<file path="config.mk">
export PLATFORM = sky130hd
export DESIGN_NAME = trap_sequencer
export DESIGN_NICKNAME = d
export VERILOG_FILES = /design/src/rtl/trap_sequencer.sv
export SDC_FILE = /design/constraint.sdc
export NUM_CORES = 1
export LEC_CHECK = 0
export ABC_CLOCK_PERIOD_IN_PS = 20100
export CAP_MARGIN = 40
export CORE_MARGIN = 1.5
export CORE_UTILIZATION = 45
export DETAILED_ROUTE_END_ITERATION = 6
export GPL_TIMING_DRIVEN = 0
export PLACE_DENSITY = 0.69
export SETUP_SLACK_MARGIN = 0.02
export SYNTH_ARGS = -nofsm -noshare
export SYNTH_HDL_FRONTEND = slang
export SYNTH_SLANG_ARGS = --single-unit
</file>
<file path="constraint.sdc">
create_clock -name I_clk -period 20.1 [get_ports I_clk]
set_input_delay 5.025 -clock I_clk [delete_from_list [all_inputs] [get_ports I_clk]]
set_output_delay 5.025 -clock I_clk [all_outputs]
set_load 0.005 [all_outputs]
</file>
<file path="src/rtl/trap_sequencer.sv">
// Machine-mode trap/return sequencer for the single-cycle RV32I core.
// It owns the M-mode trap CSRs and mcycle, and stalls the core and redirects the PC on traps and MRET.
module trap_sequencer #(
  parameter int              XLEN        = 32,
  parameter logic [XLEN-1:0] MTVEC_RESET = 32'h0000_0004
) (
  input  logic            I_clk,
  input  logic            I_rst,
  input  logic            I_valid,
  input  logic [XLEN-1:0] I_pc,
  input  logic [XLEN-1:0] I_inst,
  input  logic            I_ecall,
  input  logic            I_ebreak,
  input  logic            I_illegalinst,
  input  logic            I_mret,
  input  logic            I_ext_irq,
  input  logic            I_timer_irq,
  input  logic            I_csr_we,
  input  logic [11:0]     I_csr_addr,
  input  logic [XLEN-1:0] I_csr_wdata,
  output logic [XLEN-1:0] O_csr_rdata,
  output logic            O_stall,
  output logic            O_pc_redirect,
  output logic [XLEN-1:0] O_pc_target
);

  localparam logic [11:0] CSR_MSTATUS = 12'h300;
  localparam logic [11:0] CSR_MIE     = 12'h304;
  localparam logic [11:0] CSR_MTVEC   = 12'h305;
  localparam logic [11:0] CSR_MEPC    = 12'h341;
  localparam logic [11:0] CSR_MCAUSE  = 12'h342;
  localparam logic [11:0] CSR_MTVAL   = 12'h343;
  localparam logic [11:0] CSR_MIP     = 12'h344;
  localparam logic [11:0] CSR_MCYCLE  = 12'h B00;
  localparam logic [11:0] CSR_MCYCLEH = 12'hB80;

  typedef enum logic [1:0] {
    IDLE       = 2'd0,
    TRAP_REDIR = 2'd1,
    RET_REDIR  = 2'd2
  } state_t;

  state_t          state;
  logic            mstatus_mie;
  logic            mstatus_mpie;
  logic            mie_mtie;
  logic            mie_meie;
  logic [XLEN-1:0] mtvec;
  logic [XLEN-1:0] mepc;
  logic [XLEN-1:0] mcause;
  logic [XLEN-1:0] mtval;
  logic [63:0]     mcycle;

  logic            idle_valid;
  logic            ext_take;
  logic            tim_take;
  logic            trap_take;
  logic [XLEN-1:0] trap_cause;
  logic [XLEN-1:0] trap_tval;
  logic            mret_take;
  logic            csr_wr;

  assign idle_valid = (state == IDLE) && I_valid;
  assign ext_take   = mstatus_mie & mie_meie & I_ext_irq;
  assign tim_take   = mstatus_mie & mie_mtie & I_timer_irq;

  // Prioritised trap selection; synchronous exceptions beat interrupts.
  always_comb begin
    trap_take  = 1'b0;
    trap_cause = {XLEN{1'b0}};
    trap_tval  = {XLEN{1'b0}};
    if (!idle_valid) begin
      trap_take = 1'b0;
    end else if (I_illegalinst) begin
      trap_take  = 1'b1;
      trap_cause = 32'd2;
      trap_tval  = I_inst;
    end else if (I_ebreak) begin
      trap_take  = 1'b1;
      trap_cause = 32'd3;
      trap_tval  = I_pc;
    end else if (I_ecall) begin
      trap_take  = 1'b1;
      trap_cause = 32'd11;
    end else if (ext_take) begin
      trap_take  = 1'b1;
      trap_cause = 32'h8000_000B;
    end else if (tim_take) begin
      trap_take  = 1'b1;
      trap_cause = 32'h8000_0007;
    end else begin
      trap_take = 1'b0;
    end
  end

  assign mret_take = idle_valid & I_mret & ~trap_take;
  assign csr_wr    = idle_valid & I_csr_we & ~trap_take & ~mret_take;
  assign O_stall   = (state != IDLE) | trap_take | mret_take;

  // Combinational CSR read mux.
  always_comb begin
    O_csr_rdata = {XLEN{1'b0}};
    case (I_csr_addr)
      CSR_MSTATUS: begin
        O_csr_rdata[3] = mstatus_mie;
        O_csr_rdata[7] = mstatus_mpie;
      end
      CSR_MIE: begin
        O_csr_rdata[7]  = mie_mtie;
        O_csr_rdata[11] = mie_meie;
      end
      CSR_MTVEC:   O_csr_rdata = mtvec;
      CSR_MEPC:    O_csr_rdata = mepc;
      CSR_MCAUSE:  O_csr_rdata = mcause;
      CSR_MTVAL:   O_csr_rdata = mtval;
      CSR_MIP: begin
        O_csr_rdata[7]  = I_timer_irq;
        O_csr_rdata[11] = I_ext_irq;
      end
      CSR_MCYCLE:  O_csr_rdata = mcycle[31:0];
      CSR_MCYCLEH: O_csr_rdata = mcycle[63:32];
      default:     O_csr_rdata = {XLEN{1'b0}};
    endcase
  end

  // Sequencer FSM; the redirect target is captured on entry so it is stable for the redirect cycle.
  always_ff @(posedge I_clk or posedge I_rst) begin
    if (I_rst) begin
      state         <= IDLE;
      O_pc_redirect <= 1'b0;
      O_pc_target   <= {XLEN{1'b0}};
    end else begin
      case (state)
        IDLE: begin
          if (trap_take) begin
            state         <= TRAP_REDIR;
            O_pc_redirect <= 1'b1;
            O_pc_target   <= mtvec;
          end else if (mret_take) begin
            state         <= RET_REDIR;
            O_pc_redirect <= 1'b1;
            O_pc_target   <= mepc;
          end else begin
            state         <= IDLE;
            O_pc_redirect <= 1'b0;
            O_pc_target   <= {XLEN{1'b0}};
          end
        end
        TRAP_REDIR, RET_REDIR: begin
          state         <= IDLE;
          O_pc_redirect <= 1'b0;
          O_pc_target   <= {XLEN{1'b0}};
        end
        default: begin
          state         <= IDLE;
          O_pc_redirect <= 1'b0;
          O_pc_target   <= {XLEN{1'b0}};
        end
      endcase
    end
  end

  // Trap CSR updates: trap entry, MRET, then software writes.
  always_ff @(posedge I_clk or posedge I_rst) begin
    if (I_rst) begin
      mstatus_mie  <= 1'b0;
      mstatus_mpie <= 1'b0;
      mie_mtie     <= 1'b0;
      mie_meie     <= 1'b0;
      mtvec        <= MTVEC_RESET;
      mepc         <= {XLEN{1'b0}};
      mcause       <= {XLEN{1'b0}};
      mtval        <= {XLEN{1'b0}};
    end else if (trap_take) begin
      mepc         <= {I_pc[XLEN-1:2], 2'b00};
      mcause       <= trap_cause;
      mtval        <= trap_tval;
      mstatus_mpie <= mstatus_mie;
      mstatus_mie  <= 1'b0;
    end else if (mret_take) begin
      mstatus_mie  <= mstatus_mpie;
      mstatus_mpie <= 1'b1;
    end else if (csr_wr) begin
      case (I_csr_addr)
        CSR_MSTATUS: begin
          mstatus_mie  <= I_csr_wdata[3];
          mstatus_mpie <= I_csr_wdata[7];
        end
        CSR_MIE: begin
          mie_mtie <= I_csr_wdata[7];
          mie_meie <= I_csr_wdata[11];
        end
        CSR_MTVEC:  mtvec  <= {I_csr_wdata[XLEN-1:2], 2'b00};
        CSR_MEPC:   mepc   <= {I_csr_wdata[XLEN-1:2], 2'b00};
        CSR_MCAUSE: mcause <= I_csr_wdata;
        CSR_MTVAL:  mtval  <= I_csr_wdata;
        default:    mtval  <= mtval;
      endcase
    end else begin
      mtval <= mtval;
    end
  end

  // 64-bit cycle counter; a write to either half suppresses that cycle's increment.
  always_ff @(posedge I_clk or posedge I_rst) begin
    if (I_rst) begin
      mcycle <= 64'd0;
    end else if (csr_wr && (I_csr_addr == CSR_MCYCLE)) begin
      mcycle[31:0] <= I_csr_wdata;
    end else if (csr_wr && (I_csr_addr == CSR_MCYCLEH)) begin
      mcycle[63:32] <= I_csr_wdata;
    end else begin
      mcycle <= mcycle + 64'd1;
    end
  end

endmodule

</file>
==> flow_metrics.py, run 1 <==
metrics = {
    "routing": {
        "ant_nets": 0,
        "drt_pre_antenna_iters": 7,
        "vias": 13200,
        "drt-total-wl_um": 54300,
        "vias_per_cell": 6.56,
        "drt_iter0_drc": 1911,
        "wl_per_cell_um": 27.0,
        "route.detailed.drc": 0,
    },
    "worst_setup_path": {
        "crit_required_ps": 15070,
        "cp_common_cell": "clkbuf_1",
        "rr_startpoint": "state[1]",
        "crit_slowest_cell": "clkbuf_1",
        "crit_start": "I_csr_addr[1]",
        "path_class": "primary input to primary output",
        "endpoint_kind": "primary output",
        "path_cells": "clkdlybuf4s50_1, clkbuf_1, nor3_1, nand4_1, nor2_1, clkbuf_1, clkbuf_1, a22oi_1, o2111ai_1, clkdlybuf4s50_1",
        "critPathMaxStageDelay_ps": 640,
        "cp_max_fo": 10,
        "crit_arrival_ps": 9080,
        "critPathLaunchType": "primary input",
    },
    "yosys": {
        "synth.distinct_cells": 68,
        "netlist_instances": 1404,
        "ys_warn_count": 0,
        "synth_flop_cell": "dfrtp_1",
        "synth-seq-cells": 225,
        "synthTopCellsByArea": "dfrtp_1 (45%), nand2_1 (7.8%), a22oi_1 (5.3%)",
        "synthesis.area_um2": 12500,
        "yosysTopAreaCell": "dfrtp_1",
        "ys_seq_area_share_pct": 44.9,
        "ys_async_sr_fraction_pct": 100,
        "synth-edff-count": 0,
        "yosysTopAreaCellShare_pct": 44.7,
        "syn_avg_cell_area_um2": 8.93,
    },
    "clock_tree": {
        "path_clk_slew_ps": 60,
        "hold_buffers": 0,
        "cts_sinks": 225,
        "root_buffer": "clkbuf_16",
        "clock_latency_ps": 550,
        "cts-htree-levels": 1,
        "post_cts_buffers": 0,
        "cts_tree": "yes",
        "numCtsBuffers": 26,
        "ctsResizeCount": 0,
        "cts_buffer_depth": 3,
    },
    "floorplan": {
        "die_w_um": 170,
        "die_area_um2": 28900,
        "rows": 60,
        "fp.coreArea_um2": 27200,
        "ios": 184,
        "start_util_pct": 46.1,
        "dieHeight_um": 170,
    },
    "timing": {
        "min_period_ps": 14100,
        "rsz0062_at_grt": "no",
        "fin_tns_setup_ps": 0,
        "min_period_over_period_pct": 70.2,
        "slew_headroom_pct": 34.6,
        "report.final.hold_viol_count": 0,
        "tightest_slew_ps": 972,
        "whs_ps": 486,
        "setup_viol": 0,
        "skew_ps": 13.9,
        "drv_slew": 0,
        "fmaxAchievable_mhz": 70.9,
    },
    "power": {
        "leakagePower_nw": 6.53,
        "power_mw": 1.18,
        "ir_worst_vdd_uv": 55.3,
        "p_per_area_nw_per_um2": 74.7,
    },
    "worst_hold_path": {
        "hold_class": "flip-flop to flip-flop",
        "min_from": "mcause[9]",
    },
    "cells_and_area": {
        "syn_to_final_growth_pct": 26.5,
        "drive_gt1_share_pct": 8.54,
        "nets": 1740,
        "final_cells": 2011,
        "layout.cells.most_common": "nand2_1",
        "n_antenna_cell": 0,
        "fill_cells": 2474,
        "final_cell_mix": "nand2_1 (262), dfrtp_1 (224), clkdlybuf4s50_1 (181)",
        "fin_util_pct": 58.3,
    },
    "flow_run": {
        "drv_cap": 0,
    },
    "place": {
        "place_inst": 1965,
        "dp_hpwl_um": 40200,
        "gp_congestion": 0.995,
        "numPortBuffers": 181,
    },
    "global_routing": {
        "grt_max_degree": 94,
        "grt_usage_pct": 37.5,
        "antenna_found_initial": 2,
        "grt_pass1_vias": 12500,
        "grt_first_pass_wirelength_um": 80100,
        "grt_overflow": 0,
    },
    "run_status": {
        "status": "finished, final reports clean",
    },
}
## cells in the mapped netlist, types with 5 or more instances
cell       instances
dfrtp_1          224
a221o_1            6
o211ai_1          18
mux2_2            34
nand4_1           22
a21oi_1           30
nor4_2             5
a22o_1            31
and3_1            22
o22ai_1            5
buf_2             20
o21ai_0           84
a32oi_1            5
and4_1            12
mux2i_1           32
clkbuf_2           5
nor4_1            13
a221oi_1           6
nor2_1           107
or4_1              8
o2111ai_1         23
buf_1              5
a22oi_1           89
nand3_1           43
a31oi_1           72
a21o_1             5
xnor2_1            6
inv_1             15
or3_1             10
and2_1             8
nand2_1          262
nor3_1            26
clkbuf_1          74
xor2_1             8
nor4_4             5
## flip-flops by register name (all words and copies together) (netlist names), 2 cells and up
register / flops
mtval: 32
state: 2
mcycle: 64
mepc: 30
mcause: 32
O_pc_target: 30
mtvec: 30
## routing by layer
layer	track usage, %	share of wire, %
met5	0	0
met4	14.9	4.4
met3	9.58	14
met2	56.1	43
met1	52.0	39
## worst max-delay path, delay by kind of cell
| kind | cells | cell delay [ps] |
|---|---|---|
| buffers and inverters | 5 | 2510 |
| AND/OR/NAND/NOR | 3 | 1160 |
| AO/OA/AOI/OAI | 2 | 390 |
## worst paths after layout
kind / slack, ps / end / depth (start not counted)
worst max register to register: 16450 / mcycle[32] / 6
max in group asynchronous: 14350 / mcycle[7] / 3
min in group asynchronous: 4890 / O_pc_target[22] / 2
worst min register to register: 490 / mcause[9] / 2
worst min-delay path: 490 / mcause[9] / 2
worst max-delay path: 6000 / O_csr_rdata[12] / 10
## power breakdown
group / internal [mW] / switching, mW / total, mW
sequential: 0.492 / 0.0281 / 0.520
combinational: 0.0626 / 0.0957 / 0.158
clock: 0.303 / 0.202 / 0.505
total: 0.858 / 0.326 / 1.18
## cells by family after synthesis
logic type | Yosys count | share of synthesized area (%)
other cells | 1 | 0.0299
mux | 66 | 5.61
simple gates | 569 | 21.9
fa+ha+maj | 1 | 0.0998
xor+xnor | 14 | 0.979
compound gates | 402 | 22.1
buf+inv | 126 | 4.32
flops | 225 | 44.9
## cell type report
cell class | instances | area, µm² | share of cell area [%]
flip-flops and latches | 225 | 5630 | 35.5
clock buffers | 34 | 761 | 4.80
plain buffers | 110 | 482 | 3.04
inverters | 16 | 67.6 | 0.426
clock inverters | 12 | 149 | 0.940
well taps | 372 | 465 | 2.94
repair buffers | 188 | 1930 | 12.2
multi-input cells | 1054 | 6360 | 40.1
## through the flow
step	setup WS, ps	cell area [µm²]
after floorplan	8300	12500
after global placement	5760	14800
after detailed placement	6140	14900
after CTS	6120	15800
after global routing	5850	15800
final	6000	15800
Power figures use the tool's default switching activity.
==> run 2: changes to the inputs <==
- ABC_CLOCK_PERIOD_IN_PS: 20100 -> 14000
- clock period: 20.1 -> 14 ns (I/O delays scaled with it)
==> results of run 2 <==
Same layout as run 1 (identical final DEF). Status: finished, final reports clean.
Main changes from that run: setup slack after placement 6140 ps -> 3090 ps; setup slack after layout 6000 ps -> 2950 ps; register-to-register setup slack 16450 ps -> 10350 ps; total power 1.18 mW -> 1.70 mW; worst IR drop on VDD 55.3 µV -> 79.4 µV
